`config.mk`:
```
export PLATFORM = sky130hd
export DESIGN_NAME = vga_sync_gen
export DESIGN_NICKNAME = d
export VERILOG_FILES = /design/src/rtl/vga_timing_pkg.sv /design/src/rtl/pixel_tick_div.sv /design/src/rtl/vga_sync_gen.sv
export SDC_FILE = /design/constraint.sdc
export NUM_CORES = 1
export LEC_CHECK = 0
export CORE_ASPECT_RATIO = 1.5
export CORE_MARGIN = 2
export CORE_UTILIZATION = 30
export DETAILED_ROUTE_END_ITERATION = 6
export GPL_TIMING_DRIVEN = 0
export PLACE_DENSITY = 0.58
export SLEW_MARGIN = 20
export SYNTH_ARGS = -nofsm -noshare
export SYNTH_HDL_FRONTEND = slang
export SYNTH_SLANG_ARGS = --single-unit
```
`constraint.sdc`:
```
create_clock -name clk -period 3.3 [get_ports clk]
set_input_delay 0.66 -clock clk [delete_from_list [all_inputs] [get_ports clk]]
set_output_delay 0.66 -clock clk [all_outputs]
set_load 0.02 [all_outputs]
```
`src/rtl/vga_timing_pkg.sv`:
```
// Shared 640x480@60 timing constants and colour types for the video path.
// Other tick-driven blocks import this to stay in step with the sync generator.
package vga_timing_pkg;

    localparam int CNT_W = 10;

    localparam int H_DISPLAY = 640;
    localparam int H_FRONT   = 16;
    localparam int H_SYNC    = 96;
    localparam int H_BACK    = 48;
    localparam int V_DISPLAY = 480;
    localparam int V_FRONT   = 10;
    localparam int V_SYNC    = 2;
    localparam int V_BACK    = 33;

    localparam int H_TOTAL = H_DISPLAY + H_FRONT + H_SYNC + H_BACK;
    localparam int V_TOTAL = V_DISPLAY + V_FRONT + V_SYNC + V_BACK;

    localparam int H_SYNC_START = H_DISPLAY + H_FRONT;
    localparam int H_SYNC_END   = H_SYNC_START + H_SYNC - 1;
    localparam int V_SYNC_START = V_DISPLAY + V_FRONT;
    localparam int V_SYNC_END   = V_SYNC_START + V_SYNC - 1;

    localparam int RGB_W = 12;

    typedef logic [RGB_W-1:0] rgb_t;
    typedef logic [CNT_W-1:0] cnt_t;

    localparam rgb_t BLACK = '0;

    function automatic logic in_window(
        input cnt_t pos,
        input cnt_t lo,
        input cnt_t hi
    );
        return (pos >= lo) && (pos <= hi);
    endfunction

endpackage

```
`src/rtl/pixel_tick_div.sv`:
```
// Free-running divider producing a registered one-clk tick every CLK_DIV clks.
// First tick lands CLK_DIV clks after reset release.
module pixel_tick_div #(
    parameter int CLK_DIV = 4
) (
    input  logic clk,
    input  logic reset,
    output logic p_tick
);

    localparam int W = (CLK_DIV > 1) ? $clog2(CLK_DIV) : 1;
    localparam logic [W-1:0] LAST = W'(CLK_DIV - 1);

    logic [W-1:0] count;
    logic         wrap;

    assign wrap = (count == LAST);

    always_ff @(posedge clk or posedge reset) begin
        if (reset) begin
            count  <= '0;
            p_tick <= 1'b0;
        end else begin
            count  <= wrap ? '0 : count + 1'b1;
            p_tick <= wrap;
        end
    end

endmodule

```
`src/rtl/vga_sync_gen.sv`:
```
// VGA timing source: pixel counters, sync decode and aligned output stage.
// Sync and colour lag x/y by exactly one pixel tick.
module vga_sync_gen #(
    parameter int   CLK_DIV     = 4,
    parameter int   H_DISPLAY   = vga_timing_pkg::H_DISPLAY,
    parameter int   H_FRONT     = vga_timing_pkg::H_FRONT,
    parameter int   H_SYNC      = vga_timing_pkg::H_SYNC,
    parameter int   H_BACK      = vga_timing_pkg::H_BACK,
    parameter int   V_DISPLAY   = vga_timing_pkg::V_DISPLAY,
    parameter int   V_FRONT     = vga_timing_pkg::V_FRONT,
    parameter int   V_SYNC      = vga_timing_pkg::V_SYNC,
    parameter int   V_BACK      = vga_timing_pkg::V_BACK,
    parameter logic SYNC_ACTIVE = 1'b0
) (
    input  logic                             clk,
    input  logic                             reset,
    input  logic [vga_timing_pkg::RGB_W-1:0] rgb_in,
    output logic [vga_timing_pkg::CNT_W-1:0] x,
    output logic [vga_timing_pkg::CNT_W-1:0] y,
    output logic                             video_on,
    output logic                             p_tick,
    output logic                             frame_tick,
    output logic                             hsync,
    output logic                             vsync,
    output logic [vga_timing_pkg::RGB_W-1:0] rgb
);

    import vga_timing_pkg::*;

    localparam int H_TOT = H_DISPLAY + H_FRONT + H_SYNC + H_BACK;
    localparam int V_TOT = V_DISPLAY + V_FRONT + V_SYNC + V_BACK;

    localparam cnt_t H_LAST   = CNT_W'(H_TOT - 1);
    localparam cnt_t V_LAST   = CNT_W'(V_TOT - 1);
    localparam cnt_t H_VIS    = CNT_W'(H_DISPLAY);
    localparam cnt_t V_VIS    = CNT_W'(V_DISPLAY);
    localparam cnt_t V_PRE    = CNT_W'(V_DISPLAY - 1);
    localparam cnt_t HS_START = CNT_W'(H_DISPLAY + H_FRONT);
    localparam cnt_t HS_END   = CNT_W'(H_DISPLAY + H_FRONT + H_SYNC - 1);
    localparam cnt_t VS_START = CNT_W'(V_DISPLAY + V_FRONT);
    localparam cnt_t VS_END   = CNT_W'(V_DISPLAY + V_FRONT + V_SYNC - 1);

    cnt_t h_count;
    cnt_t v_count;
    logic h_end;
    logic v_end;
    logic h_sync_raw;
    logic v_sync_raw;

    pixel_tick_div #(
        .CLK_DIV(CLK_DIV)
    ) u_div (
        .clk   (clk),
        .reset (reset),
        .p_tick(p_tick)
    );

    assign h_end = (h_count == H_LAST);
    assign v_end = (v_count == V_LAST);

    always_ff @(posedge clk or posedge reset) begin
        if (reset) begin
            h_count <= '0;
            v_count <= '0;
        end else if (p_tick) begin
            if (h_end) begin
                h_count <= '0;
                v_count <= v_end ? '0 : v_count + 1'b1;
            end else begin
                h_count <= h_count + 1'b1;
            end
        end
    end

    assign x        = h_count;
    assign y        = v_count;
    assign video_on = (h_count < H_VIS) && (v_count < V_VIS);

    assign h_sync_raw = in_window(h_count, HS_START, HS_END);
    assign v_sync_raw = in_window(v_count, VS_START, VS_END);

    // Entry into vertical blank is the last pixel of the last visible line.
    always_ff @(posedge clk or posedge reset) begin
        if (reset) begin
            frame_tick <= 1'b0;
        end else begin
            frame_tick <= p_tick && h_end && (v_count == V_PRE);
        end
    end

    always_ff @(posedge clk or posedge reset) begin
        if (reset) begin
            hsync <= ~SYNC_ACTIVE;
            vsync <= ~SYNC_ACTIVE;
            rgb   <= BLACK;
        end else if (p_tick) begin
            hsync <= h_sync_raw ? SYNC_ACTIVE : ~SYNC_ACTIVE;
            vsync <= v_sync_raw ? SYNC_ACTIVE : ~SYNC_ACTIVE;
            rgb   <= video_on ? rgb_in : BLACK;
        end
    end

endmodule

```
==> metrics.md, run 1 <==
| Metric | Value |
|---|---|
| Worst-skew pair later-pin latency | 0.29 ns |
| WP buf/inv | 3 |
| Unrepaired setup endpoints after global routing | false |
| DP Cell Count | 305 |
| Seq pwr share | 0.551 |
| Overall power | 866 uW |
| Synth Area in XOR/XNOR | 0.0643 |
| Worst-path clk slew | 0.08 ns |
| Area occupied by multi-input gates | 702 um^2 |
| Pleak | 1.03 nW |
| Ant. Diodes | 0 |
| Starting Density | 0.308 |
| Clock buffer depth | 2 |
| CTS root buf | clkbuf_8 |
| Avg Inst Size Synth | 9.73 um^2 |
| Placeable Area | 5740 um^2 |
| EDFF count, synth | 0 |
| Outcome | completed |
| Clock share of power | 0.381 |
| DP Wirelength | 2960 um |
| Row cnt | 34 |
| DRC | 0 |
| CP Capture Type | primary output |
| CP max stage cell | clkdlybuf4s50_1 |
| Min-Delay Startpoint | u_div.count[0]$_DFF_PP0_ |
| Proportion of synthesized area in mux cells | 0 |
| Vias in the first global route | 1,496 |
| Post-synth cell types | 32 |
| Critical path origin | y[6]$_DFFE_PP0P_ |
| Worst Setup Path Type | flop to primary output |
| DR vias | 1,473 |
| CTS buffer count | 5 |
| Placer congestion estimate | 0.794 |
| Max Freq | 0.344 GHz |
| CP peak stage delay | 0.55 ns |
| Share of layout cells above drive strength 1 | 0.0830 |
| Routed Antenna Nets | 0 |
| Post-synth top flop | dfrtp_1 |
| Most common cell after layout, fill and taps aside | clkdlybuf4s50_1 |
| Post-CTS Hold Buffers | 0 |
| Delay-heaviest family, CP | buffers and inverters |
| FFs w/ async S/R, synth | 1.00 |
| Max FO, Critical Path | 10 |
| Mapped Nets | 201 |
| Rel. slew slack | 0.407 |
| Max_cap viols | 0 |
| First-pass GRT wire length | 6910 um |
| Peak VDD IR | 0.231 mV |
| Post-CTS setup buffers | 0 |
| Seq/Total Area, Yosys | 0.538 |
| Compound-Gate Fraction of Synth Area | 0.0840 |
| Post-CTS sizing | 0 |
| Final setup viols | 0 |
| Worst EP arrival | 2.25 ns |
| Register bit total from synthesis | 38 |
| GRT Overall Usage | 0.138 |
| Final Hold Viols | 0 |
| Fin cells | 313 |
| Synthesized area | 1770 um^2 |
| CTS Sinks | 38 |
| Most frequent cells in the layout | clkdlybuf4s50_1 (50), dfrtp_1 (36), nand2_1 (20) |
| Largest net degree at the start of global routing | 25 |
| Net Sw Frac | 0.222 |
| Overflow after GRT | 0 |
| Filler cells | 599 |
| H-tree depth | 2 |
| RR Startpoint | x[0]$_DFFE_PP0P_ |
| Final #Nets | 259 |
| Tcrit/Tclk final | 0.882 |
| Wirelength per Cell | 12.8 um |
| Initial antenna violation count | 0 |
| Boundary Pins | 51 |
| Die width | 66.7 um |
| Post-Synth Simple-Gate Area | 0.213 |
| Minimum clock period | 2.91 ns |
| HP Class | flop to flop |
| Largest family of logic cells by synthesized area | simple AND/OR/NAND/NOR gates |
| Cells along the critical path | nand4_1 > nand3b_1 > clkbuf_1 > inv_1 > clkdlybuf4s50_1 |
| Die Span Y | 98.1 um |
| Cells after Synth | 182 |
| Worst-margin pin slew | 0.883 ns |
| Sequential Area | 953 um^2 |
| Synth Area in Adders | 0.0353 |
| Number of synthesis warnings | 0 |
| Die ar. | 6550 um^2 |
| Power density over the cells | 350 nW/um^2 |
| Clock skew | 0.00693 ns |
| IO Port Bufs | 50 |
| Final setup TNS | 0 ns |
| Initial DRT Pass Iterations | 4 |
| Detailed Route WL | 4000 um |
| CTS tree | yes |
| Initial DRC Count | 88 |
| Combinational power share | 0.069 |
| Critical path required time | 2.64 ns |
| Worst hold margin | 0.443 ns |
| Element type at the critical path start | flop |
| Area growth, synth to finish | 39.6% |
| Vias/cell | 4.71 |
| Final Max Slew Viols | 0 |
| Fin util | 0.431 |
| Psw | 193 uW |
| Power Internal | 674 uW |
-- routing by layer --
metal	wire length, um	track usage
met1	1620	0.157
met4	77	0.0612
met5	0	0
met3	195	0.0392
met2	2110	0.235
-- worst paths after layout --
check                      cells after the start                  endpoint  slack [ns]
max                                            5                  video_on        0.39
min                                            1  u_div.count[0]$_DFF_PP0_        0.44
max reg2reg                                    6          y[9]$_DFFE_PP0P_        1.22
min reg2reg                                    1  u_div.count[0]$_DFF_PP0_        0.44
max in group asynchronous                      3         hsync$_DFFE_PP1P_        2.13
min in group asynchronous                      2          y[0]$_DFFE_PP0P_        0.65
-- sequential cells by signal, summed over array words and instances (netlist names) --
name	count
rgb	12
x	10
y	10
u_div.count	2
frame_tick	1
hsync	1
u_div.p_tick	1
vsync	1
-- power by group through the flow --
stage / logic, mW / registers, mW / clock network [mW]
6_report: 0.0596 / 0.477 / 0.330
2_1_floorplan: 0.0134 / 0.495 / 0
3_5_place_dp: 0.0611 / 0.486 / 0
3_3_place_gp: 0.0573 / 0.486 / 0
4_1_cts: 0.0613 / 0.477 / 0.344
5_1_grt: 0.0656 / 0.478 / 0.364
-- logic make-up (layout without fill, tap and decap cells) --
kind of cell,Yosys count,after routing
AOI/OAI and AO/OA,25,25
adders and majority gates,5,5
xor gates and xnor gates,13,13
buffers and inverters,28,87
DFF,38,38
and+or+nand+nor,73,73
-- cell type report --
class | instances | area share
Clock inverter | 1 | 0.00202
Multi-Input combinational cell | 116 | 0.284
Tap cell | 72 | 0.0364
Timing Repair Buffer | 51 | 0.210
Sequential cell | 38 | 0.385
Buffer | 8 | 0.0167
Inverter | 20 | 0.0303
Clock buffer | 7 | 0.0349
-- cell usage after synthesis, types with 2 or more instances --
master,count,share of area
nand2_1,20,0.042
a21oi_1,3,0.0085
dfrtp_1,36,0.51
ha_1,5,0.035
nand4_1,6,0.021
dfstp_2,2,0.030
nand3_1,9,0.025
nor2_1,15,0.032
xor2_1,3,0.015
o21ai_0,7,0.020
xnor2_1,10,0.049
clkbuf_1,4,0.0085
nor3_1,7,0.020
nor4_1,3,0.011
o22ai_1,13,0.046
buf_2,2,0.0056
inv_1,20,0.042
nand3b_1,3,0.013
-- per-stage QoR --
stage,instance area [um^2],setup WS [ns]
6_report,2470,0.389
2_1_floorplan,1770,1.20
4_1_cts,2470,0.363
3_3_place_gp,2360,0.679
5_1_grt,2470,0.198
3_5_place_dp,2380,0.715
Note: power is estimated with default switching activity, not from simulation.
==> run 2: changes to the inputs <==
--- a/config.mk
+++ b/config.mk
@@ -9,6 +9,7 @@
 export CORE_MARGIN = 2
 export CORE_UTILIZATION = 30
 export DETAILED_ROUTE_END_ITERATION = 6
+export GPL_ROUTABILITY_DRIVEN = 1
 export GPL_TIMING_DRIVEN = 0
 export PLACE_DENSITY = 0.58
 export SLEW_MARGIN = 20
==> results of run 2 <==
Final layout, timing and power as in run 1 (identical DEF).
